===== src/rtl/queue_ctrl_if.sv =====
// Producer/consumer bundle for queue_ctrl: two push ports, one pop port and the status outputs.
// The master modport is the producer/consumer side and the slave modport is the controller.
interface queue_ctrl_if #(
  parameter int WIDTH = 8
);
  logic             req0;
  logic [WIDTH-1:0] din0;
  logic             req1;
  logic [WIDTH-1:0] din1;
  logic             gnt0;
  logic             gnt1;
  logic             pop;
  logic [WIDTH-1:0] dout;
  logic             dvalid;
  logic [3:0]       pcount;
  logic             empty;
  logic             full;
  logic             err;

  modport master (
    output req0, din0, req1, din1, pop,
    input  gnt0, gnt1, dout, dvalid, pcount, empty, full, err
  );

  modport slave (
    input  req0, din0, req1, din1, pop,
    output gnt0, gnt1, dout, dvalid, pcount, empty, full, err
  );
endinterface


===== src/rtl/queue_ctrl.sv =====
// Queue controller: register-array storage, round-robin shared write port, one pop port.
// Defining QCTRL_ERR_EN compiles a sticky underflow flag on err; otherwise err is tied to 0.
module queue_ctrl #(
  parameter int WIDTH = 8,
  parameter int DEPTH = 7
) (
  input logic         clk,
  input logic         rst_n,
  queue_ctrl_if.slave q
);
  localparam int             PW       = (DEPTH > 1) ? $clog2(DEPTH) : 1;
  localparam logic [PW-1:0]  LAST     = PW'(DEPTH - 1);
  localparam logic [3:0]     CNT_FULL = 4'(DEPTH);

  logic [WIDTH-1:0] mem [2**PW];
  logic [PW-1:0]    wr_ptr;
  logic [PW-1:0]    rd_ptr;
  logic [3:0]       pcount;
  logic             lg;
  logic [WIDTH-1:0] dout_p1;
  logic             vld_p1;

  logic             empty;
  logic             full;
  logic             pop_ok;
  logic             slot;
  logic             gnt0;
  logic             gnt1;
  logic             push;
  logic [WIDTH-1:0] wdata;

  function automatic logic [PW-1:0] ptr_next(input logic [PW-1:0] p);
    return (p == LAST) ? '0 : p + 1'b1;
  endfunction

  assign empty  = (pcount == 4'd0);
  assign full   = (pcount == CNT_FULL);
  assign pop_ok = q.pop & ~empty;
  // A pop in the same cycle frees the slot, so a full queue can still accept a push.
  assign slot   = ~full | pop_ok;

  // lg records the last granted producer; on a tie the other one wins.
  always_comb begin
    gnt0 = 1'b0;
    gnt1 = 1'b0;
    if (rst_n && slot) begin
      if (q.req0 && q.req1) begin
        gnt0 = lg;
        gnt1 = ~lg;
      end else begin
        gnt0 = q.req0;
        gnt1 = q.req1;
      end
    end
  end

  assign push  = gnt0 | gnt1;
  assign wdata = gnt1 ? q.din1 : q.din0;

  // Storage is never reset; contents are don't-care until written.
  always_ff @(posedge clk) begin
    if (push) mem[wr_ptr] <= wdata;
  end

  always_ff @(posedge clk or negedge rst_n) begin
    if (!rst_n) begin
      wr_ptr  <= '0;
      rd_ptr  <= '0;
      pcount  <= 4'd0;
      lg      <= 1'b1;
      dout_p1 <= '0;
      vld_p1  <= 1'b0;
    end else begin
      if (push) begin
        wr_ptr <= ptr_next(wr_ptr);
        lg     <= gnt1;
      end
      // Pop stage: registered read of the oldest entry
      if (pop_ok) begin
        dout_p1 <= mem[rd_ptr];
        rd_ptr  <= ptr_next(rd_ptr);
      end
      vld_p1 <= pop_ok;
      case ({push, pop_ok})
        2'b10:   pcount <= pcount + 4'd1;
        2'b01:   pcount <= pcount - 4'd1;
        default: pcount <= pcount;
      endcase
    end
  end

`ifdef QCTRL_ERR_EN
  logic err_r;
  always_ff @(posedge clk or negedge rst_n) begin
    if (!rst_n)                 err_r <= 1'b0;
    else if (q.pop && empty)    err_r <= 1'b1;
  end
  assign q.err = err_r;
`else
  assign q.err = 1'b0;
`endif

  assign q.gnt0   = gnt0;
  assign q.gnt1   = gnt1;
  assign q.dout   = dout_p1;
  assign q.dvalid = vld_p1;
  assign q.pcount = pcount;
  assign q.empty  = empty;
  assign q.full   = full;
endmodule


===== src/flat_wrapper.sv =====
// flat-port wrapper written by rule: the top's interface ports become plain ports
module queue_ctrl_flat 
#(
  parameter int WIDTH = 8,
  parameter int DEPTH = 7
)
  (clk, rst_n, q_req0, q_din0, q_req1, q_din1, q_pop, q_gnt0, q_gnt1, q_dout, q_dvalid, q_pcount, q_empty, q_full, q_err);
  queue_ctrl_if #(.WIDTH(WIDTH)) q_i ();
  input logic clk;
  input logic rst_n;
  input wire logic [$bits(q_i.req0)-1:0] q_req0;
  input wire logic [$bits(q_i.din0)-1:0] q_din0;
  input wire logic [$bits(q_i.req1)-1:0] q_req1;
  input wire logic [$bits(q_i.din1)-1:0] q_din1;
  input wire logic [$bits(q_i.pop)-1:0] q_pop;
  output wire logic [$bits(q_i.gnt0)-1:0] q_gnt0;
  output wire logic [$bits(q_i.gnt1)-1:0] q_gnt1;
  output wire logic [$bits(q_i.dout)-1:0] q_dout;
  output wire logic [$bits(q_i.dvalid)-1:0] q_dvalid;
  output wire logic [$bits(q_i.pcount)-1:0] q_pcount;
  output wire logic [$bits(q_i.empty)-1:0] q_empty;
  output wire logic [$bits(q_i.full)-1:0] q_full;
  output wire logic [$bits(q_i.err)-1:0] q_err;
  assign q_i.req0 = q_req0;
  assign q_i.din0 = q_din0;
  assign q_i.req1 = q_req1;
  assign q_i.din1 = q_din1;
  assign q_i.pop = q_pop;
  assign q_gnt0 = q_i.gnt0;
  assign q_gnt1 = q_i.gnt1;
  assign q_dout = q_i.dout;
  assign q_dvalid = q_i.dvalid;
  assign q_pcount = q_i.pcount;
  assign q_empty = q_i.empty;
  assign q_full = q_i.full;
  assign q_err = q_i.err;
  queue_ctrl #(.WIDTH(WIDTH), .DEPTH(DEPTH)) u_core (.clk(clk), .rst_n(rst_n), .q(q_i));
endmodule

===== config.mk =====
export PLATFORM = sky130hd
export DESIGN_NAME = queue_ctrl_flat
export DESIGN_NICKNAME = d
export VERILOG_FILES = /design/src/rtl/queue_ctrl_if.sv /design/src/rtl/queue_ctrl.sv /design/src/flat_wrapper.sv
export SDC_FILE = /design/constraint.sdc
export NUM_CORES = 1
export LEC_CHECK = 0
export CAP_MARGIN = 5
export CORE_MARGIN = 2
export CORE_UTILIZATION = 60
export DETAILED_ROUTE_END_ITERATION = 12
export PLACE_DENSITY = 0.88
export SETUP_SLACK_MARGIN = 0.02
export SLEW_MARGIN = 25
export SYNTH_ARGS = -nofsm -noshare
export SYNTH_HDL_FRONTEND = slang
export SYNTH_SLANG_ARGS = --single-unit
export TNS_END_PERCENT = 10

===== constraint.sdc =====
create_clock -name clk -period 4.6 [get_ports clk]
set_input_delay 0.92 -clock clk [delete_from_list [all_inputs] [get_ports clk]]
set_output_delay 0.92 -clock clk [all_outputs]
set_load 0.01 [all_outputs]

; ---- After elaboration in Yosys (flattened, before gate mapping)
; Memories as Yosys holds them, arrays and structs flattened. A register that Yosys moved wholly into a read port is not among the register bits.
; Cells that the tools add are included.
[word_totals]
register_bits = 12
ram_bits = 64
input_bits = 21
out_inout_bits = 18
memories = 1
[classes]
add_sub_neg = 4
eq_ne = 5
mux = 10
n_bitwise = 6
reduce_logical = 5
[memory_table]
columns = name, depth, word_bits, read_ports, rd_ports_with_merged_regs, wr, line
row1 = u_core.mem, 8, 8, 1, 1, 1, queue_ctrl.sv:15  ; logic [WIDTH-1:0] mem [2**PW];
[ops]
columns = cell, count
row1 = 8-bit two-way mux, 1
row2 = 4-bit one-hot mux with 2 select lines, 1
row3 = "3-bit by 1-bit adder with 3-bit output, second input constant", 2
row4 = "3-bit equality test, second input constant", 2
row5 = 1-bit two-way mux, 6
row6 = 3-bit two-way mux, 2
row7 = "4-bit by 1-bit adder with 4-bit output, second input constant", 1
row8 = "4-bit by 3-bit equality test with 1-bit output, second input constant", 1
row9 = 4-bit zero test, 1
row10 = "4-bit by 1-bit subtractor with 4-bit output, second input constant", 1
row11 = 1-bit inverter, 3
row12 = "2-bit by 1-bit equality test with 1-bit output, second input constant", 1
row13 = "2-bit equality test, second input constant", 1
row14 = 1-bit logical AND, 2
row15 = 1-bit OR, 2
row16 = 2-bit nonzero test, 1
row17 = 1-bit AND, 1
row18 = 1-bit zero test, 1

; ---- Longest topological paths before layout
; Gate-level depths: netlist of the first run.
[depth]
depth_word = 9
mapped_depth = 9

; ---- Worst setup path after synthesis of the first run
; No wires, ideal clock.
[synth_timing]
kind = input port to flip-flop
from = input port q_req1
to = register u_core.pcount[3], in the netlist u_core.q.pcount[3]
setup_ns = 0.116
t_arrival_ns = 2.383
required_time_ns = 4.484
slack_ns = 2.102
stages = 6
cell_sequence = o221ai_2 -> ha_1 -> ha_1 -> a21oi_1 -> o21ai_0 -> o311ai_0
[synth_between]
elab_chain_len = 6
word_cells_on_any_way = 10
[synth_rtl]
columns = element, line
row1 = start: declaration, flat_wrapper.sv:13  ; input wire logic [$bits(q_i.req1)-1:0] q_req1;
row2 = 1-bit logical AND, queue_ctrl.sv:47  ; if (q.req0 && q.req1) begin
row3 = 1-bit two-way mux, queue_ctrl.sv:47
row4 = 1-bit two-way mux, queue_ctrl.sv:46  ; if (rst_n && slot) begin
row5 = 1-bit OR *, queue_ctrl.sv:57  ; assign push = gnt0 | gnt1;
row6 = 2-bit by 1-bit equality test with 1-bit output or 2-bit equality test (tied branches), queue_ctrl.sv:84  ; case ({push, pop_ok})
row7 = 4-bit one-hot mux with 2 select lines or 2-bit nonzero test (tied branches), -
row8 = end signal: assignment, queue_ctrl.sv:85  ; 2'b10: pcount <= pcount + 4'd1;
row9 = end signal: assignment, queue_ctrl.sv:86  ; 2'b01: pcount <= pcount - 4'd1;
row10 = end signal: assignment, queue_ctrl.sv:87  ; default: pcount <= pcount;
row11 = end: declaration, queue_ctrl.sv:18  ; logic [3:0] pcount;
; Mark *: on every way between the ends. The rest lies on a longest branch, timed or not.
; A chain may end at the register's enable or synchronous reset.

; ---- Final worst setup path of the first run
[layout_timing]
from = input port rst_n
to = output port q_gnt1
[layout_between]
elab_chain_len = 2
[layout_rtl]
columns = element, line
row1 = start: declaration, flat_wrapper.sv:10  ; input logic rst_n;
row2 = 1-bit logical AND, queue_ctrl.sv:46
row3 = 1-bit two-way mux, queue_ctrl.sv:46
row4 = end: declaration, flat_wrapper.sv:17  ; output wire logic [$bits(q_i.gnt1)-1:0] q_gnt1;
; Every way passes these cells.

==> results of run 1 <==
metrics by stage:
stage               area, um^2  instances  setup WS, ns
floorplan                 3650        242          2.10
global placement          4080        347         0.962
detailed placement        4080        347         0.935
CTS                       4280        363         0.942
global route              4280        363         0.851
finish                    4280        363         0.967
worst min-delay path by stage:
stage | slack [ns] | end | from | depth (start not counted)
after floorplan | 0.51 | u_core.lg | u_core.lg | 2
after global placement | 0.47 | u_core.q.dout[6] | u_core.q.dout[6] | 2
after detailed placement | 0.48 | u_core.q.dout[7] | u_core.q.dout[7] | 2
after CTS | 0.50 | u_core.q.dout[7] | u_core.q.dout[7] | 2
after global routing | 0.52 | u_core.q.dout[4] | u_core.q.dout[4] | 2
final | 0.49 | u_core.q.dout[7] | u_core.q.dout[7] | 2
layer usage:
| layer | GRT usage | vias up | part of all wire |
|---|---|---|---|
| met5 | 0 | - | 0 |
| met4 | 0.105 | 0 | 0.018 |
| met3 | 0.0374 | 11 | 0.057 |
| met2 | 0.341 | 81 | 0.51 |
| met1 | 0.269 | 1016 | 0.42 |
| li1 | - | 1002 | - |
Yosys cell counts, types with 4 or more instances:
cell,instances
sky130_fd_sc_hd__edfxtp_1,64
sky130_fd_sc_hd__dfrtp_1,19
sky130_fd_sc_hd__mux2i_1,18
sky130_fd_sc_hd__mux2_2,16
sky130_fd_sc_hd__nand2_1,16
sky130_fd_sc_hd__inv_1,10
sky130_fd_sc_hd__a22oi_1,8
sky130_fd_sc_hd__mux2_4,8
sky130_fd_sc_hd__o21ai_1,8
sky130_fd_sc_hd__o221ai_1,8
sky130_fd_sc_hd__o21ai_0,7
sky130_fd_sc_hd__nor2_1,6
sky130_fd_sc_hd__nand2b_1,5
sky130_fd_sc_hd__nor3_1,5
sky130_fd_sc_hd__buf_4,4
cell type report:
class | instances | area (um^2) | area share
Sequential cell | 84 | 2420 | 0.566
Multi-Input combinational cell | 135 | 1110 | 0.259
Timing Repair Buffer | 43 | 415 | 0.0970
Clock buffer | 9 | 124 | 0.0289
Tap cell | 75 | 93.8 | 0.0219
Clock inverter | 7 | 76.3 | 0.0178
Inverter | 10 | 37.5 | 0.00877
critical path: stages:
cell and delay, ns:
sky130_fd_sc_hd__clkdlybuf4s50_1 0.45, sky130_fd_sc_hd__buf_4 0.28, sky130_fd_sc_hd__o21a_4 0.22, sky130_fd_sc_hd__nand3_4 0.20, sky130_fd_sc_hd__inv_1 0.10, sky130_fd_sc_hd__clkdlybuf4s50_1 0.54
sequential cells by signal, indices dropped and copies added (netlist names):
signal           count
u_core.wr_ptr        3
u_core.mem          64
u_core.q.dvalid      1
u_core.lg            1
u_core.q.dout        8
u_core.rd_ptr        3
u_core.q.pcount      4
layout by cell type, fill, tap and decap left out, drive strengths merged, types with 2 or more instances in the layout:
cell type	count
a21o	2
a21oi	3
a22oi	8
a31oi	3
buf	6
clkbuf	9
clkdlybuf4s50	37
clkinv	3
clkinvlp	2
dfrtp	19
edfxtp	64
ha	3
inv	11
mux2	24
mux2i	18
nand2	16
nand2b	5
nand4b	2
nor2	6
nor3	5
nor3b	2
nor4	3
o21ai	15
o221ai	9
power groups by stage:
stage	clock network [uW]	registers, uW	logic, uW
6_report	518	1090	828
5_1_grt	561	1110	908
4_1_cts	524	1090	835
3_5_place_dp	0	1100	832
3_3_place_gp	0	1090	793
2_1_floorplan	0	1090	572
logic make-up after synthesis:
| logic type | count (synthesis) | synth area share |
|---|---|---|
| xor+xnor | 2 | 0.00480 |
| compound gates | 44 | 0.0856 |
| other cells | 1 | 0.00103 |
| flops | 84 | 0.664 |
| simple gates | 42 | 0.0637 |
| mux | 42 | 0.132 |
| fa+ha+maj | 4 | 0.0158 |
| buf+inv | 23 | 0.0339 |
==> flow_summary.toml, run 1 <==
[clock_tree]
post_cts.repair.setup_buffers = 0
tritoncts = "built"
cts.root.buffer_cell = "sky130_fd_sc_hd__clkbuf_8"
cts_inserted_buffers = 9
clkSlewWorstSetupHoldPaths_ns = 0.08
clock_sink_count = 84
worst_skew_pair.late_latency_ns = 0.35
post_cts_hold_buffer_count = 0
clock_tree.htree_level_count = 3
count_of_instances_resized_after_the_clock_tree_is_built = 0
cts_buffer_depth = 2

[setup_path]
rr_endpoint = "u_core.q.pcount[3]"
critical_path.startpoint_type = "primary input"
worst-endpoint-arrival_ns = 2.71
rrSetupSlack_ns = 1.52
critical_path_class = "in2out"
timing.reg2reg.worst_path_depth = 8
setup.worst_path.end_class = "output pin"
crit_fanout = 22
crit_required_ns = 3.68
worst_r2r_startpoint = "u_core.q.pcount[0]"
critPathCapture = "q_gnt1"
timing.critical_path.from = "rst_n"

[min_path]
min-delay-path-class = "reg2reg"

[pwr]
share_comb_of_total_power = 0.340
switching_share = 0.331
p_sw_uw = 805
share_of_total_power_in_the_clock_network = 0.213
pwr-share-seq = 0.447
power_density_nw_per_um2 = 568
power_uw = 2430
leakage_uw = 0.00158
intPower_uw = 1630
worst_ir_drop_vdd_v = 0.000388

[sta]
timing.setup.tns_ns = 0
clock.fmax_ghz = 0.275
period_minus_slack_ns = 3.63
setup_viol_count_final = 0
slew_violations = 0
hold_slack_ns = 0.487
timing.slew.headroom = 0.487
setup_repair_after_global_routing_missed_its_margin = "false"
skew_ns = 0.00879
timing.final.crit_share = 0.790
max_slew.worst_pin.slew_ns = 0.767
final_hold_viol_count = 0

[placement]
dp.final_hpwl_um = 4310
gp_congestion = 0.774
io_buffers = 37

[final_layout]
finish.utilization = 0.727
drive_gt1_frac = 0.188
fillers = 366
flow.area_growth_from_synthesis_pct = 17.2
nets = 308
antennaDiodeCount = 0

[route]
drt-initial-drc-count = 146
drc_errors = 0
firstDrtPassIters = 5
drt_wl_total_um = 6210
routed_wire_length_per_instance_um = 17.1
vias = 2110
drtAntennaViolNets = 0
vias_per_cell = 5.81

[yosys]
post_synthesis_sequential_area_ratio = 0.664
async_flop_share = 0.238
post-synth-top-area-fraction = 0.526
synth.yosys.warnings = 0
synth_edf_count = 64
syn_inst = 242
ys_top_cells_by_area = "sky130_fd_sc_hd__edfxtp_1 53%, sky130_fd_sc_hd__dfrtp_1 13%, sky130_fd_sc_hd__mux2i_1 4.9%, sky130_fd_sc_hd__mux2_2 4.9%, sky130_fd_sc_hd__mux2_4 3.3%"
synth_area_um2 = 3650
syn_area_per_cell_um2 = 15.1
synth.largest_area_cell = "sky130_fd_sc_hd__edfxtp_1"
syn_nets = 267
postSynth.topFlopCell = "sky130_fd_sc_hd__edfxtp_1"
synth.distinct_cells = 40
synth-seq-cells = 84

[floorplan]
chipWidth_um = 82.0
chipHeight_um = 82.0
ports = 39
initial_utilization = 0.621
fp.coreArea_um2 = 5890
die_area_um2 = 6730
core.rowCount = 28

[global_route]
global_route_wire_length_before_repair_um = 9780
grt_max_degree = 38
grt_pass1_vias = 2014
grt_antenna_before_repair = 0
grt.overflow.total = 0
grt_use_total = 0.208

[flow_run]
cap_viol_max_count = 0

[outcome]
outcome = "finished clean"
(Power assumes the default switching activity.)
==> run 2, diff against run 1 <==
--- a/config.mk
+++ b/config.mk
@@ -7,9 +7,9 @@
 export LEC_CHECK = 0
 export CAP_MARGIN = 5
 export CORE_MARGIN = 2
-export CORE_UTILIZATION = 60
+export CORE_UTILIZATION = 56
 export DETAILED_ROUTE_END_ITERATION = 12
-export PLACE_DENSITY = 0.88
+export PLACE_DENSITY = 0.83
 export SETUP_SLACK_MARGIN = 0.02
 export SLEW_MARGIN = 25
 export SYNTH_ARGS = -nofsm -noshare
==> constraint.sdc (replaced) <==
create_clock -name clk -period 3.37 [get_ports clk]
set_input_delay 0.674 -clock clk [delete_from_list [all_inputs] [get_ports clk]]
set_output_delay 0.674 -clock clk [all_outputs]
set_load 0.01 [all_outputs]
==> run 2 against run 1 <==
- clock power increased by 44%
- sequential share of layout area decreased by 0.44 points
- via count decreased by 0.28%
- final area increased by 0.79%
- combinational power increased by 36%
- critical endpoint unchanged
- register-to-register slack got worse by 0.82 ns
- worst setup slack got worse by 0.66 ns
- non-clock buffer count increased by 4
- flip-flop and latch count unchanged
- cell count increased by 1.7%
- critical path depth decreased by 1
- global-route usage decreased by 1.8 points
==> flow_summary.toml, run 2 (synthesis results as in run 1) <==
[outcome]
outcome = "finished clean"

[placement]
gp_congestion = 0.753
io_buffers = 37
place_area_um2 = 4110
dp.final_hpwl_um = 4380
preCtsSetupSlack_ns = 0.172

[global_route]
grt.overflow.total = 0
grt_antenna_before_repair = 0
grt_pass1_vias = 2048
grt_max_degree = 38
grt_use_total = 0.190
global_route_wire_length_before_repair_um = 10200

[clock_tree]
worst_skew_pair.late_latency_ns = 0.36
clock_sink_count = 84
post_cts.repair.setup_buffers = 0
count_of_instances_resized_after_the_clock_tree_is_built = 0
cts.root.buffer_cell = "sky130_fd_sc_hd__clkbuf_8"
post_cts_hold_buffer_count = 0
clkSlewWorstSetupHoldPaths_ns = 0.09
tritoncts = "built"
cts_inserted_buffers = 9
cts_buffer_depth = 2
clock_tree.htree_level_count = 3

[pwr]
leakage_uw = 0.00160
power_density_nw_per_um2 = 778
worst_ir_drop_vdd_v = 0.000603
power_uw = 3360

[setup_path]
worst_path_max_delay_cell = "sky130_fd_sc_hd__clkdlybuf4s50_1"
critical_path.max_stage_delay_ns = 0.65
crit_fanout = 9
crit_family = "buffers and inverters"
worst-endpoint-arrival_ns = 2.39
crit_required_ns = 2.70
critical_path.cell_chain = "clkdlybuf4s50_1 -> o21a_4 -> nand3_4 -> inv_1 -> clkdlybuf4s50_1"
crit_buf_inv = 3
setup.worst_path.end_class = "output pin"
cp_common_cell = "sky130_fd_sc_hd__clkdlybuf4s50_1"
critical_path.startpoint_type = "primary input"
critical_path_class = "in2out"

[route]
drtAntennaViolNets = 0
drt-initial-drc-count = 179
drc_errors = 0
drt_wl_total_um = 6410
firstDrtPassIters = 4
routed_wire_length_per_instance_um = 17.4
vias_per_cell = 5.70
vias = 2104

[flow_run]
cap_viol_max_count = 0

[sta]
setup_viol_count_final = 0
max_slew.worst_pin.slew_ns = 0.685
timing.final.crit_share = 0.908
timing.setup.tns_ns = 0
slew_violations = 0
period_minus_slack_ns = 3.06
setup_slack_ns = 0.310
final_hold_viol_count = 0
timing.slew.headroom = 0.542
setup_repair_after_global_routing_missed_its_margin = "false"
clock.fmax_ghz = 0.327
skew_ns = 0.0117

[final_layout]
antennaDiodeCount = 0
flow.area_growth_from_synthesis_pct = 18.1
drive_gt1_frac = 0.195
layout.cell_area.non_filler_um2 = 4310
largest_reg_flops = 64
highest_count_cells_in_the_layout_ignoring_fill_and_taps = "64 x sky130_fd_sc_hd__edfxtp_1, 37 x sky130_fd_sc_hd__clkdlybuf4s50_1, 19 x sky130_fd_sc_hd__dfrtp_1"
fillers = 450
multiInputGateArea_um2 = 1100
largest_register = "u_core.mem"
most_common_cell_after_layout_fill_and_taps_aside = "sky130_fd_sc_hd__edfxtp_1"
final-seq-area_um2 = 2420
nets = 312

[floorplan]
ports = 39
fp.coreArea_um2 = 6310
initial_utilization = 0.578
chipWidth_um = 84.8
core.rowCount = 29
chipHeight_um = 84.8
die_area_um2 = 7180

[min_path]
min-delay-path-class = "reg2reg"
## run 2: changes by cell type in the layout (fill, tap and decap cells not counted)
cell                       before  now
sky130_fd_sc_hd__nor3_1         4    5
sky130_fd_sc_hd__clkinv_4       2    1
sky130_fd_sc_hd__inv_6          1    2
sky130_fd_sc_hd__inv_8          0    1
sky130_fd_sc_hd__clkinv_2       1    0
sky130_fd_sc_hd__buf_4          6   10
sky130_fd_sc_hd__nor3_2         1    0
## run 2: where the power goes
part,switching (uW),internal [uW],total (uW)
clock network,391,354,745
registers,149,1330,1480
logic,580,554,1130
total,1120,2240,3360
## run 2: metal layers
layer / vias up / GRT usage / wire length [um]
met2: 53 / 0.295 / 3150
li1: 1008 / - / -
met5: - / 0 / 0
met4: 0 / 0.0996 / 52
met3: 4 / 0.0354 / 215
met1: 1039 / 0.258 / 2990
## run 2: worst min-delay path: stages (launching register included)
cell,delay (ns)
sky130_fd_sc_hd__dfrtp_1,0.35
sky130_fd_sc_hd__nand2_1,0.05
sky130_fd_sc_hd__o21ai_1,0.06
## run 2: final cells by class
| type | instances | area share |
|---|---|---|
| multi-input combinational | 135 | 0.256 |
| inverter | 10 | 0.00870 |
| tap | 77 | 0.0223 |
| clock buffer | 9 | 0.0287 |
| sequential | 84 | 0.562 |
| clock inverter | 7 | 0.0191 |
| timing repair buffer | 47 | 0.103 |
## run 2: final timing paths
| path | start | endpoint | slack [ns] | cells past startpoint |
|---|---|---|---|---|
| min | u_core.q.dout[6] | u_core.q.dout[6] | 0.49 | 2 |
| min reg2reg | u_core.q.dout[6] | u_core.q.dout[6] | 0.49 | 2 |
| max in group asynchronous | rst_n | u_core.rd_ptr[0] | 2.28 | 2 |
| max | rst_n | q_gnt1 | 0.31 | 5 |
| min in group asynchronous | rst_n | u_core.wr_ptr[1] | 0.57 | 1 |
| max reg2reg | u_core.q.pcount[3] | u_core.q.pcount[3] | 0.70 | 7 |
## run 2: stage by stage
stage          cells  hold WS [ns]  utilization
5_1_grt          369         0.527        0.683
3_5_place_dp     353         0.475        0.651
3_3_place_gp     353         0.465        0.651
6_report         369         0.491        0.683
4_1_cts          369         0.495        0.683
2_1_floorplan    242         0.378            -
